**src/rtl/rf_path_sequencer.sv**
```systemverilog
// Break-before-make sequencer for the RF front-end switch/LNA/mixer pins.
// A mode change first quiesces (LNAs shut, mixer off), waits SETTLE_CYCLES,
// moves the path switches with LNAs still shut, waits LNA_DELAY, and then
// applies the full target pattern. Abort forces a restart towards low_power.
module rf_path_sequencer #(
  parameter int SETTLE_CYCLES = 64,
  parameter int LNA_DELAY     = 32,
  parameter int CNT_W         = 16
) (
  input  logic       i_sys_clk,
  input  logic       i_rst_b,
  input  logic       i_req_valid,
  input  logic [2:0] i_req_mode,
  output logic       o_req_ready,
  input  logic       i_abort,
  output logic       o_busy,
  output logic       o_done,
  output logic       o_err_illegal,
  output logic [2:0] o_cur_mode,
  output logic [7:0] o_rf_pins
);

  typedef enum logic [1:0] {IDLE, WAIT_OFF, WAIT_SW} state_e;

  localparam logic [7:0]       PINS_RST  = 8'h56;
  localparam logic [CNT_W-1:0] SETTLE_M1 = CNT_W'(SETTLE_CYCLES - 1);
  localparam logic [CNT_W-1:0] LNA_M1    = CNT_W'(LNA_DELAY - 1);

  // Full pin pattern for each legal mode; 6/7 never reach this (rejected at accept).
  function automatic logic [7:0] tgt_pins(input logic [2:0] m);
    case (m)
      3'd1:    tgt_pins = 8'h66;
      3'd2:    tgt_pins = 8'h9D;
      3'd3:    tgt_pins = 8'h5D;
      3'd4:    tgt_pins = 8'h6B;
      3'd5:    tgt_pins = 8'hAB;
      default: tgt_pins = 8'h56;
    endcase
  endfunction

  state_e           state_q, state_d;
  logic [CNT_W-1:0] cnt_q, cnt_d;
  logic [2:0]       target_q, target_d;
  logic [2:0]       cur_q, cur_d;
  logic [7:0]       pins_q, pins_d;
  logic             done_q, done_d;
  logic             err_q, err_d;
  logic             busy_q;

  logic       idle, at_rest, acc;
  logic       abort_run, abort_noop, req_illegal, req_same, req_start;
  logic       start, off_end, sw_end;
  logic [7:0] tgt;

  assign idle        = (state_q == IDLE);
  assign o_req_ready = idle && !i_abort;
  assign acc         = i_req_valid && o_req_ready;
  assign at_rest     = (cur_q == 3'd0) && (pins_q == PINS_RST);

  // Abort in IDLE is a request for mode 0 unless already fully at rest.
  assign abort_run   = idle && i_abort && !at_rest;
  assign abort_noop  = idle && i_abort && at_rest;
  assign req_illegal = acc && (i_req_mode[2:1] == 2'b11);
  assign req_same    = acc && !req_illegal && (i_req_mode == cur_q);
  assign req_start   = acc && !req_illegal && (i_req_mode != cur_q);
  // Abort mid-sequence restarts from quiesce, so the settle window is honoured again.
  assign start       = abort_run || req_start || (!idle && i_abort);
  assign off_end     = (state_q == WAIT_OFF) && !i_abort && (cnt_q == '0);
  assign sw_end      = (state_q == WAIT_SW) && !i_abort && (cnt_q == '0);
  assign tgt         = tgt_pins(target_q);

  // State register.
  always_ff @(posedge i_sys_clk or negedge i_rst_b) begin
    if (!i_rst_b) state_q <= IDLE;
    else          state_q <= state_d;
  end

  // Next state, wait counter and latched target.
  always_comb begin
    state_d  = state_q;
    cnt_d    = cnt_q;
    target_d = target_q;
    if (start) begin
      state_d  = WAIT_OFF;
      cnt_d    = SETTLE_M1;
      target_d = i_abort ? 3'd0 : i_req_mode;
    end else if (off_end) begin
      state_d = WAIT_SW;
      cnt_d   = LNA_M1;
    end else if (sw_end) begin
      state_d = IDLE;
    end else if (!idle) begin
      cnt_d = cnt_q - 1'b1;
    end
  end

  // Pin pattern, completed mode and status pulses.
  always_comb begin
    pins_d = pins_q;
    cur_d  = cur_q;
    if (start)        pins_d = {pins_q[7:3], 3'b110};
    else if (off_end) pins_d = {tgt[7:3], 3'b110};
    else if (sw_end) begin
      pins_d = tgt;
      cur_d  = target_q;
    end
    done_d = req_same || abort_noop || sw_end;
    err_d  = req_illegal;
  end

  // Datapath and output registers.
  always_ff @(posedge i_sys_clk or negedge i_rst_b) begin
    if (!i_rst_b) begin
      cnt_q    <= '0;
      target_q <= 3'd0;
      cur_q    <= 3'd0;
      pins_q   <= PINS_RST;
      done_q   <= 1'b0;
      err_q    <= 1'b0;
      busy_q   <= 1'b0;
    end else begin
      cnt_q    <= cnt_d;
      target_q <= target_d;
      cur_q    <= cur_d;
      pins_q   <= pins_d;
      done_q   <= done_d;
      err_q    <= err_d;
      busy_q   <= (state_d != IDLE);
    end
  end

  assign o_busy        = busy_q;
  assign o_done        = done_q;
  assign o_err_illegal = err_q;
  assign o_cur_mode    = cur_q;
  assign o_rf_pins     = pins_q;

endmodule

```
**config.mk**
```make
export PLATFORM = sky130hd
export DESIGN_NAME = rf_path_sequencer
export DESIGN_NICKNAME = d
export VERILOG_FILES = /design/src/rtl/rf_path_sequencer.sv
export SDC_FILE = /design/constraint.sdc
export NUM_CORES = 1
export LEC_CHECK = 0
export ABC_AREA = 1
export ABC_CLOCK_PERIOD_IN_PS = 2100
export CAP_MARGIN = 20
export CORE_ASPECT_RATIO = 1.1
export CORE_MARGIN = 2
export CORE_UTILIZATION = 59
export CTS_BUF_LIST = sky130_fd_sc_hd__clkbuf_4
export DETAILED_ROUTE_END_ITERATION = 16
export GPL_TIMING_DRIVEN = 0
export PLACE_DENSITY = 0.86
export REMOVE_ABC_BUFFERS = 1
export SYNTH_ARGS = -nofsm -noshare
export SYNTH_HDL_FRONTEND = slang
export SYNTH_SLANG_ARGS = --single-unit
export TNS_END_PERCENT = 10
```
**constraint.sdc**
```tcl
create_clock -name i_sys_clk -period 2.1 [get_ports i_sys_clk]
set_clock_uncertainty 0.15 [all_clocks]
set_input_delay 0.21 -clock i_sys_clk [delete_from_list [all_inputs] [get_ports i_sys_clk]]
set_output_delay 0.21 -clock i_sys_clk [all_outputs]
set_load 0.005 [all_outputs]
```
==> run_results.csv <==
group,metric,value,unit
timing,fin_tns_setup,0,ps
timing,rsz0062_at_grt,"true",
floorplan,ios,22,
yosys,async_reset_ff_share,100,%
final_layout,design_area,0.00248,mm2
floorplan,die_width,61.0,um
timing,fmax,497,MHz
global_routing,gr-total-overflow,0,
route,dr.pass1.iters,5,
placed_design,dp_slack,-59.4,ps
route,via_per_inst,5.30,
placed_design,dp_hpwl,3070,um
final_layout,antenna_cells,0,
clock_network,clkSinkCount,35,
final_layout,area_growth,17.4,%
placed_design,place_area,0.00234,mm2
status,status,"complete, no violations",
yosys,ys_warn_count,0,
worst_setup_path,cpPeakStageDelay,500,ps
power_and_ir_drop,vdd_ir_drop_max,0.406,mV
timing,setup_slack,87.6,ps
placed_design,globalplace.congestion,0.886,
yosys,synth_edf_count,0,
yosys,seq_area_frac_synth,41.8,%
clock_network,cts_tree,"built",
worst_setup_path,endpoint_kind,"output port",
yosys,syn_area,0.00211,mm2
clock_network,clkTransAtPathRegs,110,ps
worst_setup_path,cp.required,1740,ps
floorplan,die_area,0.00407,mm2
placed_design,port-buffer-count,21,
route,drcViolationCount,0,
global_routing,use_met3,5.83,%
yosys,synthCells,294,
final_layout,fill_cells,281,
global_routing,grt_pass1_wl,7730,um
worst_setup_path,rrSetupSlack,200,ps
timing,period_needed,2010,ps
route,wire_per_inst,12.0,um
route,wl,4470,um
global_routing,grt_max_degree,36,
clock_network,htree_levels,2,
clock_network,cts_max_path_buffers,2,
worst_setup_path,crit_buf_inv,2,
global_routing,grt_use_met1,29.3,%
worst_setup_path,critPathArrivalTime,1650,ps
floorplan,start_util,62.3,%
worst_setup_path,cp_top_family,"buffers and inverters",
floorplan,die_h,66.7,um
yosys,avgSynthCellArea,7.18,um2
global_routing,track_usage,25.5,%
route,vias,1965,
final_layout,drive_above_1_share,14.2,%
route,ant_nets,0,
worst_setup_path,crit_path_top_delay_cell,"clkdlybuf4s50_1",
yosys,synth_ff_type,"dfrtp_1",
timing,setup_viol,0,
yosys,synth_area_leader_cell,"dfrtp_1",
yosys,ys_seq_elements,35,
route,drtIter0Drc,117,
worst_hold_path,min_path_type,"in2async",
timing,maxSlewHeadroom,49.2,%
yosys,synth_area_leaders,"dfrtp_1 (37%), nand2_1 (12%), inv_1 (9.1%), nor2_1 (7.1%), nand3_1 (5.2%)",
timing,worst_pin_slew,762,ps
floorplan,rows,22,
worst_setup_path,start_kind,"register",
global_routing,met2_usage,44.6,%
timing,fin_crit_sh,95.8,%
job,cap_viol_max_count,0,
final_layout,final_nets,331,
worst_setup_path,crit_chain,"nor2_4 > inv_6 > nor2_1 > clkdlybuf4s50_1",
yosys,ys_types,30,
worst_setup_path,critPathMaxFanout,25,
yosys,synthDominantCellAreaShare,36.8,%
global_routing,busiest_layer,"met2",
yosys,synthTopCellsByCount,"nand2_1 (70), inv_1 (51), nor2_1 (40)",
timing,drv_slew,0,
clock_network,clockRootBuffer,"clkbuf_4",
power_and_ir_drop,leakagePower,1.17,nW
power_and_ir_drop,p_per_area,452,mW/mm2
floorplan,core_area,0.00339,mm2
global_routing,antenna_found_initial,0,
global_routing,grt_pass1_vias,1888,
worst_setup_path,criticalPathCategory,"reg2out",
yosys,synth_most_common_cell,"nand2_1",
timing,hold_violations,0,
clock_network,insertion_delay,350,ps
clock_network,cts_buffers,5,
==> worst reg2reg max path, delay by kind of cell, from the launching register on <==
| kind | cells | cell delay [ps] |
|---|---|---|
| buf+inv | 2 | 220 |
| flops | 1 | 400 |
| simple gates | 6 | 810 |
| fa+ha+maj | 1 | 200 |
==> power breakdown <==
| group | internal [W] | switching, W | leakage [nW] |
|---|---|---|---|
| sequential | 0.000679 | 0.00000408 | 0.430 |
| clock | 0.000128 | 0.000236 | 0.0288 |
| combinational | 0.0000253 | 0.0000474 | 0.713 |
==> layout make-up <==
class                      instances  area [um2]  area share, %
clock inverter                     3        20.0          0.808
timing repair buffer              26         245           9.90
tap                               48        60.1           2.43
inverter                          52         200           8.08
multi-input combinational        202        1030           41.6
sequential                        35         882           35.6
clock buffer                       5        37.5           1.52
==> path summary, 6_finish.rpt <==
kind,startpoint,endpoint,cells after the start
setup / recovery,state_q[1]$_DFF_PN0_,o_req_ready,4
hold / removal,i_rst_b,o_rf_pins[0]$_DFFE_PN0P_,2
setup reg to reg,cnt_q[0]$_DFFE_PN0P_,cnt_q[2]$_DFFE_PN0P_,9
hold reg to reg,o_rf_pins[2]$_DFFE_PN1P_,o_rf_pins[2]$_DFFE_PN1P_,2
max in group asynchronous,i_rst_b,state_q[1]$_DFF_PN0_,2
min in group i_sys_clk,i_req_valid,o_err_illegal$_DFF_PN0_,3
==> what timing repair did <==
| item | CTS | global route |
|---|---|---|
| gates resized for setup | 2 | 8 |
| hold buffers | 1 | 0 |
| pin swaps | 1 | 2 |
| cloned | 1 | 0 |
| hold endpoints to repair | 31 | 0 |
| buffers inserted | 0 | 4 |
| setup endpoints to repair | 10 | 19 |
==> registers in the layout, summed over array words and instances (netlist names) <==
name           cells
target_q           3
o_err_illegal      1
o_cur_mode         3
cnt_q             16
o_done             1
o_busy             1
state_q            2
o_rf_pins          8
==> routing by layer <==
layer	wire length, um	vias to the layer above
li1	-	982
met1	1860	928
met2	2280	47
met3	262	8
met4	71	0
met5	0	-
==> cell families after synthesis <==
kind of cell | after synthesis | share of synthesized area, %
xor gates and xnor gates | 2 | 0.831
buffers and inverters | 58 | 11.0
DFF | 35 | 41.8
adders and majority gates | 2 | 1.19
AOI/OAI and AO/OA | 23 | 6.46
and+or+nand+nor | 174 | 38.7
==> placed cells by master (no fill, tap or decap), drive strengths merged <==
| cell type | count |
|---|---|
| nor2 | 52 |
| o221ai | 1 |
| clkinv | 2 |
| o211ai | 2 |
| o21ai | 12 |
| nor3 | 7 |
| inv | 52 |
| clkdlybuf4s50 | 20 |
| and2 | 1 |
| nand3 | 24 |
| dlygate4sd3 | 1 |
| clkbuf | 5 |
| nand4 | 12 |
| ha | 2 |
| o22ai | 2 |
| nand2 | 79 |
| o21a | 2 |
| xnor2 | 2 |
| buf | 5 |
| a21oi | 4 |
| dfrtp | 31 |
| dfstp | 4 |
| clkinvlp | 1 |
==> through the flow <==
step / total power, W / instances / utilization (%) / hold slack (ps)
6_report: 0.00112 / 371 / 73.1 / 310
5_1_grt: 0.00117 / 371 / 73.1 / 356
4_1_cts: 0.00113 / 367 / 71.5 / 307
3_5_place_dp: 0.000767 / 357 / 69.0 / 168
3_3_place_gp: 0.000766 / 357 / 69.2 / 314
2_1_floorplan: 0.000733 / 288 / - / -236
(Power assumes the default switching activity.)
